[config.mk]
export PLATFORM = sky130hd
export DESIGN_NAME = s_port_gen2_flat
export DESIGN_NICKNAME = d
export VERILOG_FILES = /design/src/rtl/bus_pkg.sv /design/src/rtl/s_port_gen2_if.sv /design/src/rtl/tgt_req_fifo.sv /design/src/rtl/s_port_gen2.sv /design/src/flat_wrapper.sv
export SDC_FILE = /design/constraint.sdc
export NUM_CORES = 1
export LEC_CHECK = 0
export CAP_MARGIN = 10
export CORE_AREA = 2 2 146 148
export CTS_CLUSTER_SIZE = 12
export DETAILED_ROUTE_END_ITERATION = 16
export DIE_AREA = 0 0 148 150
export GPL_TIMING_DRIVEN = 0
export PLACE_DENSITY = 0.6
export REMOVE_ABC_BUFFERS = 1
export SLEW_MARGIN = 40
export SYNTH_ARGS = -nofsm -noshare
export SYNTH_HDL_FRONTEND = slang
export SYNTH_SLANG_ARGS = --single-unit
[constraint.sdc]
create_clock -name clk -period 2.4 [get_ports clk]
set_input_delay 0.36 -clock clk [delete_from_list [all_inputs] [get_ports clk]]
set_output_delay 0.36 -clock clk [all_outputs]
set_load 0.05 [all_outputs]
[src/rtl/bus_pkg.sv]
// s_port_gen2 shared types: rx FSM states and the request record.
// Default frame widths live here; S_PORT_PARITY_EN is handled in the top.
package bus_pkg;

  localparam int ADDR_W_DEF   = 16;
  localparam int DATA_W_DEF   = 8;
  localparam int WR_DEPTH_DEF = 4;

  typedef enum logic [1:0] {
    ADDR     = 2'd0,
    WAIT_DEC = 2'd1,
    DATA     = 2'd2
  } rx_state_e;

  typedef struct packed {
    logic                  rw;
    logic [ADDR_W_DEF-1:0] addr;
    logic [DATA_W_DEF-1:0] data;
  } req_t;

endpackage

[src/rtl/s_port_gen2_if.sv]
// Slave-side bundle of s_port_gen2: request FIFO head and read-data offer.
// master = the target port, slave = the attached slave device.
interface s_port_gen2_if
  import bus_pkg::*;
#(
  parameter int ADDR_W = ADDR_W_DEF,
  parameter int DATA_W = DATA_W_DEF
);

  logic              s_req_valid;
  logic              s_req_ready;
  logic              s_req_rw;
  logic [ADDR_W-1:0] s_address_in;
  logic [DATA_W-1:0] s_data_in;
  logic [DATA_W-1:0] s_data_out;
  logic              s_data_out_valid;
  logic              s_data_out_ready;

  modport master (
    output s_req_valid,
    output s_req_rw,
    output s_address_in,
    output s_data_in,
    output s_data_out_ready,
    input  s_req_ready,
    input  s_data_out,
    input  s_data_out_valid
  );

  modport slave (
    input  s_req_valid,
    input  s_req_rw,
    input  s_address_in,
    input  s_data_in,
    input  s_data_out_ready,
    output s_req_ready,
    output s_data_out,
    output s_data_out_valid
  );

endinterface

[src/rtl/tgt_req_fifo.sv]
// Request FIFO for s_port_gen2: DEPTH entries (power of 2), explicit count.
// Push while full is accepted only when a pop frees the head that cycle.
module tgt_req_fifo #(
  parameter int WIDTH = 25,
  parameter int DEPTH = 4
) (
  input  logic                     clk,
  input  logic                     rst_n,
  input  logic                     push,
  input  logic                     pop,
  input  logic [WIDTH-1:0]         wdata,
  output logic [WIDTH-1:0]         rdata,
  output logic                     full,
  output logic                     empty,
  output logic [$clog2(DEPTH):0]   count
);

  localparam int PW = $clog2(DEPTH);
  localparam int CW = PW + 1;

  logic [WIDTH-1:0] mem_q [DEPTH];
  logic [PW-1:0]    wr_q, wr_d;
  logic [PW-1:0]    rd_q, rd_d;
  logic [CW-1:0]    cnt_q, cnt_d;
  logic             do_push;
  logic             do_pop;

  assign empty   = (cnt_q == '0);
  assign full    = (cnt_q == CW'(DEPTH));
  assign count   = cnt_q;
  assign do_pop  = pop & ~empty;
  assign do_push = push & (~full | do_pop);
  assign rdata   = empty ? '0 : mem_q[rd_q];

  // next pointers and occupancy; pointers wrap naturally
  always_comb begin
    wr_d = do_push ? wr_q + 1'b1 : wr_q;
    rd_d = do_pop ? rd_q + 1'b1 : rd_q;
    unique case ({do_push, do_pop})
      2'b10:   cnt_d = cnt_q + 1'b1;
      2'b01:   cnt_d = cnt_q - 1'b1;
      default: cnt_d = cnt_q;
    endcase
  end

  // pointer and count state
  always_ff @(posedge clk or negedge rst_n) begin
    if (!rst_n) begin
      wr_q  <= '0;
      rd_q  <= '0;
      cnt_q <= '0;
    end else begin
      wr_q  <= wr_d;
      rd_q  <= rd_d;
      cnt_q <= cnt_d;
    end
  end

  // storage; read side is masked while empty
  always_ff @(posedge clk) begin
    if (do_push) begin
      mem_q[wr_q] <= wdata;
    end
  end

endmodule

[src/rtl/s_port_gen2.sv]
// Serial-bus target port: LSB-first frame rx, request FIFO, read-data tx.
// Optional S_PORT_PARITY_EN adds even parity to rx fields and tx data.
module s_port_gen2
  import bus_pkg::*;
#(
  parameter int ADDR_W   = ADDR_W_DEF,
  parameter int DATA_W   = DATA_W_DEF,
  parameter int WR_DEPTH = WR_DEPTH_DEF
) (
  input  logic          clk,
  input  logic          rst_n,
  input  logic          bus_data_in,
  input  logic          bus_data_in_valid,
  input  logic          bus_mode,
  input  logic          decoder_valid,
  input  logic          bus_rw,
  s_port_gen2_if.master sif,
  output logic          bus_data_out,
  output logic          bus_data_out_valid,
  output logic          bus_s_ready,
  output logic          req_drop
);

`ifdef S_PORT_PARITY_EN
  localparam bit PAR_EN = 1'b1;
  localparam int TX_W   = DATA_W + 1;
`else
  localparam bit PAR_EN = 1'b0;
  localparam int TX_W   = DATA_W;
`endif

  localparam int REQ_W = 1 + ADDR_W + DATA_W;
  localparam int FMAX  = (ADDR_W > DATA_W) ? ADDR_W : DATA_W;
  localparam int CNT_W = $clog2(FMAX + 2);
  localparam int FC_W  = $clog2(WR_DEPTH) + 1;
  localparam int TC_W  = $clog2(TX_W);

  localparam logic [CNT_W-1:0] A_LAST = CNT_W'(ADDR_W - 1);
  localparam logic [CNT_W-1:0] A_PAR  = CNT_W'(ADDR_W);
  localparam logic [CNT_W-1:0] D_LAST = CNT_W'(DATA_W - 1);
  localparam logic [CNT_W-1:0] D_PAR  = CNT_W'(DATA_W);
  localparam logic [TC_W-1:0]  T_LAST = TC_W'(TX_W - 1);

  rx_state_e         state_q, state_d;
  logic [CNT_W-1:0]  cnt_q, cnt_d;
  logic [ADDR_W-1:0] addr_q, addr_d;
  logic [DATA_W-1:0] data_q, data_d;
  logic              rw_q, rw_d;
  logic              drop_q, drop_d;

  logic              rx_bit;
  logic              push_en;
  logic              fr_drop;
  logic [REQ_W-1:0]  push_req;

  logic [REQ_W-1:0]  head;
  logic              fifo_full;
  logic              fifo_empty;
  logic [FC_W-1:0]   fifo_cnt;
  logic              pop;
  logic              ovf;
  logic              push_ok;

  logic [TX_W-1:0]   tx_word;
  logic [TX_W-1:0]   tx_sh_q, tx_sh_d;
  logic [TC_W-1:0]   tx_left_q, tx_left_d;
  logic              tx_ready_q, tx_ready_d;
  logic              tx_bit_q, tx_bit_d;
  logic              tx_vld_q, tx_vld_d;

  // half-duplex: the bus is ours to listen to only while tx is idle
  assign rx_bit  = bus_data_in_valid & tx_ready_q;

  assign pop     = ~fifo_empty & sif.s_req_ready;
  assign ovf     = push_en & fifo_full & ~pop;
  assign push_ok = push_en & ~ovf;
  assign drop_d  = fr_drop | ovf;

  assign sif.s_req_valid = ~fifo_empty;
  assign {sif.s_req_rw, sif.s_address_in, sif.s_data_in} = head;
  assign bus_s_ready     = rst_n & (fifo_cnt != FC_W'(WR_DEPTH));
  assign req_drop        = drop_q;

  tgt_req_fifo #(
    .WIDTH(REQ_W),
    .DEPTH(WR_DEPTH)
  ) u_fifo (
    .clk  (clk),
    .rst_n(rst_n),
    .push (push_ok),
    .pop  (pop),
    .wdata(push_req),
    .rdata(head),
    .full (fifo_full),
    .empty(fifo_empty),
    .count(fifo_cnt)
  );

  // rx frame FSM: shift in fields, decide push / abort / parity drop
  always_comb begin
    state_d  = state_q;
    cnt_d    = cnt_q;
    addr_d   = addr_q;
    data_d   = data_q;
    rw_d     = rw_q;
    push_en  = 1'b0;
    fr_drop  = 1'b0;
    push_req = '0;
    unique case (state_q)
      ADDR: begin
        if (rx_bit && !bus_mode) begin
          if (PAR_EN && cnt_q == A_PAR) begin
            cnt_d = '0;
            if (^addr_q ^ bus_data_in) begin
              fr_drop = 1'b1;
              addr_d  = '0;
              rw_d    = 1'b0;
            end else begin
              state_d = WAIT_DEC;
            end
          end else begin
            addr_d = {bus_data_in, addr_q[ADDR_W-1:1]};
            cnt_d  = cnt_q + 1'b1;
            if (cnt_q == A_LAST) begin
              rw_d = bus_rw;
              if (!PAR_EN) begin
                cnt_d   = '0;
                state_d = WAIT_DEC;
              end
            end
          end
        end
      end
      WAIT_DEC: begin
        if (decoder_valid) begin
          cnt_d = '0;
          if (rw_q) begin
            state_d = DATA;
          end else begin
            push_en  = 1'b1;
            push_req = {1'b0, addr_q, {DATA_W{1'b0}}};
            state_d  = ADDR;
            addr_d   = '0;
          end
        end else if (!bus_data_in_valid && !bus_mode) begin
          fr_drop = 1'b1;
          state_d = ADDR;
          cnt_d   = '0;
          addr_d  = '0;
          rw_d    = 1'b0;
        end
      end
      DATA: begin
        if (rx_bit && bus_mode) begin
          if (PAR_EN && cnt_q == D_PAR) begin
            state_d = ADDR;
            cnt_d   = '0;
            addr_d  = '0;
            data_d  = '0;
            rw_d    = 1'b0;
            if (^data_q ^ bus_data_in) begin
              fr_drop = 1'b1;
            end else begin
              push_en  = 1'b1;
              push_req = {1'b1, addr_q, data_q};
            end
          end else begin
            data_d = {bus_data_in, data_q[DATA_W-1:1]};
            cnt_d  = cnt_q + 1'b1;
            if (!PAR_EN && cnt_q == D_LAST) begin
              push_en  = 1'b1;
              push_req = {1'b1, addr_q, data_d};
              state_d  = ADDR;
              cnt_d    = '0;
              addr_d   = '0;
              data_d   = '0;
              rw_d     = 1'b0;
            end
          end
        end
      end
      default: state_d = ADDR;
    endcase
  end

  // rx state registers
  always_ff @(posedge clk or negedge rst_n) begin
    if (!rst_n) begin
      state_q <= ADDR;
      cnt_q   <= '0;
      addr_q  <= '0;
      data_q  <= '0;
      rw_q    <= 1'b0;
      drop_q  <= 1'b0;
    end else begin
      state_q <= state_d;
      cnt_q   <= cnt_d;
      addr_q  <= addr_d;
      data_q  <= data_d;
      rw_q    <= rw_d;
      drop_q  <= drop_d;
    end
  end

  // parity bit sits above the data; cast drops it when parity is off
  assign tx_word = TX_W'({^sif.s_data_out, sif.s_data_out});

  assign sif.s_data_out_ready = tx_ready_q;
  assign bus_data_out         = tx_bit_q;
  assign bus_data_out_valid   = tx_vld_q;

  // tx shifter: bit 0 goes out right after load, then one bit per cycle
  always_comb begin
    tx_ready_d = tx_ready_q;
    tx_sh_d    = tx_sh_q;
    tx_left_d  = tx_left_q;
    tx_bit_d   = tx_bit_q;
    tx_vld_d   = tx_vld_q;
    if (tx_ready_q) begin
      if (sif.s_data_out_valid) begin
        tx_ready_d = 1'b0;
        tx_bit_d   = tx_word[0];
        tx_vld_d   = 1'b1;
        tx_sh_d    = tx_word >> 1;
        tx_left_d  = T_LAST;
      end
    end else if (tx_left_q == '0) begin
      tx_ready_d = 1'b1;
      tx_vld_d   = 1'b0;
      tx_bit_d   = 1'b0;
    end else begin
      tx_bit_d  = tx_sh_q[0];
      tx_sh_d   = tx_sh_q >> 1;
      tx_left_d = tx_left_q - 1'b1;
    end
  end

  // tx state registers; ready idles high
  always_ff @(posedge clk or negedge rst_n) begin
    if (!rst_n) begin
      tx_ready_q <= 1'b1;
      tx_sh_q    <= '0;
      tx_left_q  <= '0;
      tx_bit_q   <= 1'b0;
      tx_vld_q   <= 1'b0;
    end else begin
      tx_ready_q <= tx_ready_d;
      tx_sh_q    <= tx_sh_d;
      tx_left_q  <= tx_left_d;
      tx_bit_q   <= tx_bit_d;
      tx_vld_q   <= tx_vld_d;
    end
  end

endmodule
[src/flat_wrapper.sv]
// flat-port wrapper written by rule: the top's interface ports become plain ports
module s_port_gen2_flat import bus_pkg::*;
#(
  parameter int ADDR_W   = ADDR_W_DEF,
  parameter int DATA_W   = DATA_W_DEF,
  parameter int WR_DEPTH = WR_DEPTH_DEF
)
  (clk, rst_n, bus_data_in, bus_data_in_valid, bus_mode, decoder_valid, bus_rw, bus_data_out, bus_data_out_valid, bus_s_ready, req_drop, sif_s_req_valid, sif_s_req_rw, sif_s_address_in, sif_s_data_in, sif_s_data_out_ready, sif_s_req_ready, sif_s_data_out, sif_s_data_out_valid);
  s_port_gen2_if #(.ADDR_W(ADDR_W), .DATA_W(DATA_W)) sif_i ();
  input  logic clk;
  input  logic rst_n;
  input  logic bus_data_in;
  input  logic bus_data_in_valid;
  input  logic bus_mode;
  input  logic decoder_valid;
  input  logic bus_rw;
  output logic bus_data_out;
  output logic bus_data_out_valid;
  output logic bus_s_ready;
  output logic req_drop;
  output wire logic [$bits(sif_i.s_req_valid)-1:0] sif_s_req_valid;
  output wire logic [$bits(sif_i.s_req_rw)-1:0] sif_s_req_rw;
  output wire logic [$bits(sif_i.s_address_in)-1:0] sif_s_address_in;
  output wire logic [$bits(sif_i.s_data_in)-1:0] sif_s_data_in;
  output wire logic [$bits(sif_i.s_data_out_ready)-1:0] sif_s_data_out_ready;
  input wire logic [$bits(sif_i.s_req_ready)-1:0] sif_s_req_ready;
  input wire logic [$bits(sif_i.s_data_out)-1:0] sif_s_data_out;
  input wire logic [$bits(sif_i.s_data_out_valid)-1:0] sif_s_data_out_valid;
  assign sif_s_req_valid = sif_i.s_req_valid;
  assign sif_s_req_rw = sif_i.s_req_rw;
  assign sif_s_address_in = sif_i.s_address_in;
  assign sif_s_data_in = sif_i.s_data_in;
  assign sif_s_data_out_ready = sif_i.s_data_out_ready;
  assign sif_i.s_req_ready = sif_s_req_ready;
  assign sif_i.s_data_out = sif_s_data_out;
  assign sif_i.s_data_out_valid = sif_s_data_out_valid;
  s_port_gen2 #(.ADDR_W(ADDR_W), .DATA_W(DATA_W), .WR_DEPTH(WR_DEPTH)) u_core (.clk(clk), .rst_n(rst_n), .bus_data_in(bus_data_in), .bus_data_in_valid(bus_data_in_valid), .bus_mode(bus_mode), .decoder_valid(decoder_valid), .bus_rw(bus_rw), .sif(sif_i), .bus_data_out(bus_data_out), .bus_data_out_valid(bus_data_out_valid), .bus_s_ready(bus_s_ready), .req_drop(req_drop));
endmodule
==> results_dict.tcl <==
set metrics [dict create \
    post-route-period-util_pct 99.01 \
    dieArea_um2 22200 \
    switching_power_w 0.003768 \
    syn_area_um2 6701 \
    maxSlewHeadroom_pct 54.38 \
    critPathLaunchType "flop" \
    grt_pass1_vias 4075 \
    remaining_drc_errors 0 \
    place_ws_ns -1.485 \
    grt_pass1_wl_um 21650 \
    finalHoldViolCount 0 \
    synthArstFlopShare_pct 34.21 \
    ant_nets 0 \
    wirelength_um 13690 \
    p_int_w 0.006367 \
    antenna_found_initial 0 \
    slowest_stage "mux4_2" \
    synth_xor_area_share_pct 0.9149 \
    run_status "finished, final reports clean" \
    vdd_drop_max_mv 0.5233 \
    clock_path_buffers 2 \
    path_class "flop to output pin" \
    place_area_um2 7522 \
    synthFlopType "edfxtp_1" \
    die_x_um 148 \
    clock_skew_ns 0.01240 \
    n_antenna_cell 0 \
    cp_top_family "multiplexers" \
    ys_ff_latch 152 \
    fin_crit_ns 2.376 \
    path_cells "buf_16 -> mux4_2 -> and2_1 -> buf_2" \
    wl_per_cell_um 16.90 \
    cp_num_buf_inv 2 \
    place_hpwl_um 7693 \
    switching_share_pct 37.18 \
    num-nets-final 555 \
    setup_slack_ns 0.02384 \
    drv_cap 0 \
    drt-vias-per-instance 4.727 \
    io_pins 48 \
    setup_viol 0 \
    cts_buffers 17 \
    crit_fanout 12 \
    synth.avg_cell_area_um2 15.06 \
    globalplace.congestion 0.7539 \
    synth-compound-area-share_pct 4.201 \
    io_buffers 47 \
    start_util_pct 32.39 \
    synth-seq-area-share_pct 64.25 \
    fin_cells 810 \
    cts_tree "yes" \
    fillCellCount 1934 \
    grt_max_degree 41 \
    clk-insertion-delay-late_ns 0.42 \
    yosys.area_share.simple_pct 11.45 \
    yosys_warnings 0 \
    finalInstanceArea_um2 8417 \
    chipHeight_um 150 \
    grt_usage_pct 12.88 \
    clk_pin_slew_ns 0.06 \
    comb_power_share_pct 41.9 \
    synth-edff-count 100 \
    syn2layout_area_growth_pct 25.60 \
    worstHoldPathType "input pin to asynchronous set/reset pin" \
    tightest_slew_ns 0.6710 \
    synthMuxAreaShare_pct 13.69 \
    cts_max_level 4 \
    endpoint_kind "output pin" \
    seq_power_share_pct 33.9 \
    power.density_nw_per_um2 1204 \
    first_iter_violations 153 \
    cts_num_sinks 152 \
    vias 3829 \
    grt.overflow.total 0 \
    syn_inst 445 \
    synth_cell_type_count 54 \
    cts_root_buf "clkbuf_16" \
    max_freq_mhz 420.8 \
    cp.arrival_ns 2.02 \
    critical_path_required_ns 2.04 \
    max_stage_delay_ns 0.52 \
    leakagePower_nw 3.419 \
    drive_above_1_share_pct 29.35 \
    rsz0062_at_grt "yes" \
    maxSlewViolCount 0 \
    dp.cells 749 \
    row_count 53 \
    synthAdderAreaFrac_pct 2.913 \
    drtPass1Iterations 4 \
    clkPwrFrac_pct 24.2 \
    synth_top_family_by_area "multiplexers" \
    core_region_area_um2 20690 \
]
worst paths after layout:
| path | slack [ns] | depth (start not counted) | endpoint | start |
|---|---|---|---|---|
| setup / recovery | 0.02 | 4 | sif_s_address_in[10] | u_core.u_fifo.rd_q[0] |
| hold / removal | 0.49 | 2 | u_core.tx_sh_q[5] | rst_n |
| setup reg to reg | 0.04 | 11 | u_core.u_fifo.count[2] | u_core.state_q[0] |
| hold reg to reg | 0.49 | 2 | u_core.tx_sh_q[3] | u_core.tx_sh_q[3] |
| min in group clk | 0.49 | 2 | u_core.tx_sh_q[3] | u_core.tx_sh_q[3] |
| max in group asynchronous | 1.52 | 2 | u_core.rw_q | rst_n |
layer usage:
metal	up-vias	share of wire (%)	global-route usage (%)
met1	1936	44	15.88
met2	79	51	22.36
met3	9	3.7	3.780
met5	-	0	0
li1	1805	-	-
met4	0	1.0	3.048
metrics by stage:
step	hold WS [ns]	power (W)	setup TNS, ns	util, %
after detailed placement	0.2240	0.007331	-177.31	36.36
after global routing	0.5184	0.01069	-0.5354	40.68
after floorplan	0.06441	0.006153	-88.95	-
after global placement	0.4644	0.007188	-298.53	35.81
final	0.4876	0.01013	0	40.68
after CTS	0.4900	0.01004	-0.01272	39.85
cells by family (layout without fill, tap and decap cells):
group | Yosys count | count (layout)
mux | 54 | 54
xor+xnor | 7 | 7
compound gates | 42 | 42
fa+ha+maj | 15 | 15
buf+inv | 41 | 131
simple gates | 134 | 134
flops | 152 | 152
synthesized netlist by cell type, drive strengths merged, types with 2 or more instances:
library cell	number	share of area [%]
mux2i	8	1.2
a31o	2	0.26
nand3	5	0.45
nor2	8	0.45
nand2b	5	0.47
and2	32	3.0
mux4	25	8.4
clkbuf	16	0.90
ha	14	2.6
nand4	3	0.50
inv	18	1.0
a21bo	2	0.30
xnor2	4	0.52
nand2	31	1.7
a31oi	3	0.28
dfrtp	51	19
edfxtp	100	45
o22ai	2	0.28
mux2	21	4.1
xor2	3	0.39
nor2b	17	1.6
and3	25	2.3
buf	7	0.69
o21ai	18	1.3
a21oi	6	0.62
power by group through the flow:
stage | registers [W] | clock network (W) | logic, W
floorplan | 0.00357 | 0 | 0.00258
global placement | 0.00364 | 0 | 0.00355
detailed placement | 0.00354 | 0 | 0.00379
CTS | 0.00344 | 0.00251 | 0.00409
global route | 0.00349 | 0.00262 | 0.00459
finish | 0.00344 | 0.00245 | 0.00425
area by class of cell:
class                      instances  area (um2)  share of cell area (%)
clock inverter                    11       101.3                   1.204
clock buffer                      20       436.7                   5.188
tap                              275       344.1                   4.088
sequential                       152        4317                   51.29
inverter                          18       67.56                  0.8027
multi-input combinational        252        2311                   27.46
timing repair buffer              82       839.6                   9.975
layout by cell type (no fill, tap or decap), types with 17 or more instances in the layout:
cell | netlist | layout
nor2b_1 | 17 | 17
o21ai_0 | 18 | 17
clkdlybuf4s50_1 | 0 | 19
mux4_2 | 25 | 25
dfrtp_1 | 51 | 49
edfxtp_1 | 100 | 100
clkbuf_16 | 0 | 18
buf_4 | 2 | 22
and2_1 | 32 | 26
inv_1 | 18 | 17
buf_2 | 4 | 17
nand2_1 | 31 | 30
and3_1 | 25 | 24
timing repair:
item,in CTS,in global routing
pin swaps,4,2
gates resized for setup,152,22
endpoints found under the setup margin,237,37
hold buffers,3,0
endpoints found under the hold margin,12,0
gates cloned,1,1
setup buffers,13,12
sequential cells by signal, summed over array words and instances (netlist names):
| signal | flops |
|---|---|
| u_core.addr_q | 16 |
| u_core.u_fifo.count | 3 |
| u_core.u_fifo.mem_q | 100 |
| u_core.tx_sh_q | 7 |
| u_core.req_drop | 1 |
| u_core.u_fifo.rd_q | 2 |
| u_core.bus_data_out_valid | 1 |
| u_core.bus_data_out | 1 |
| u_core.tx_left_q | 3 |
| u_core.cnt_q | 5 |
| u_core.sif.s_data_out_ready | 1 |
| u_core.data_q | 7 |
| u_core.state_q | 2 |
| u_core.rw_q | 1 |
| u_core.u_fifo.wr_q | 2 |
Note: power is estimated with default switching activity, not from simulation.
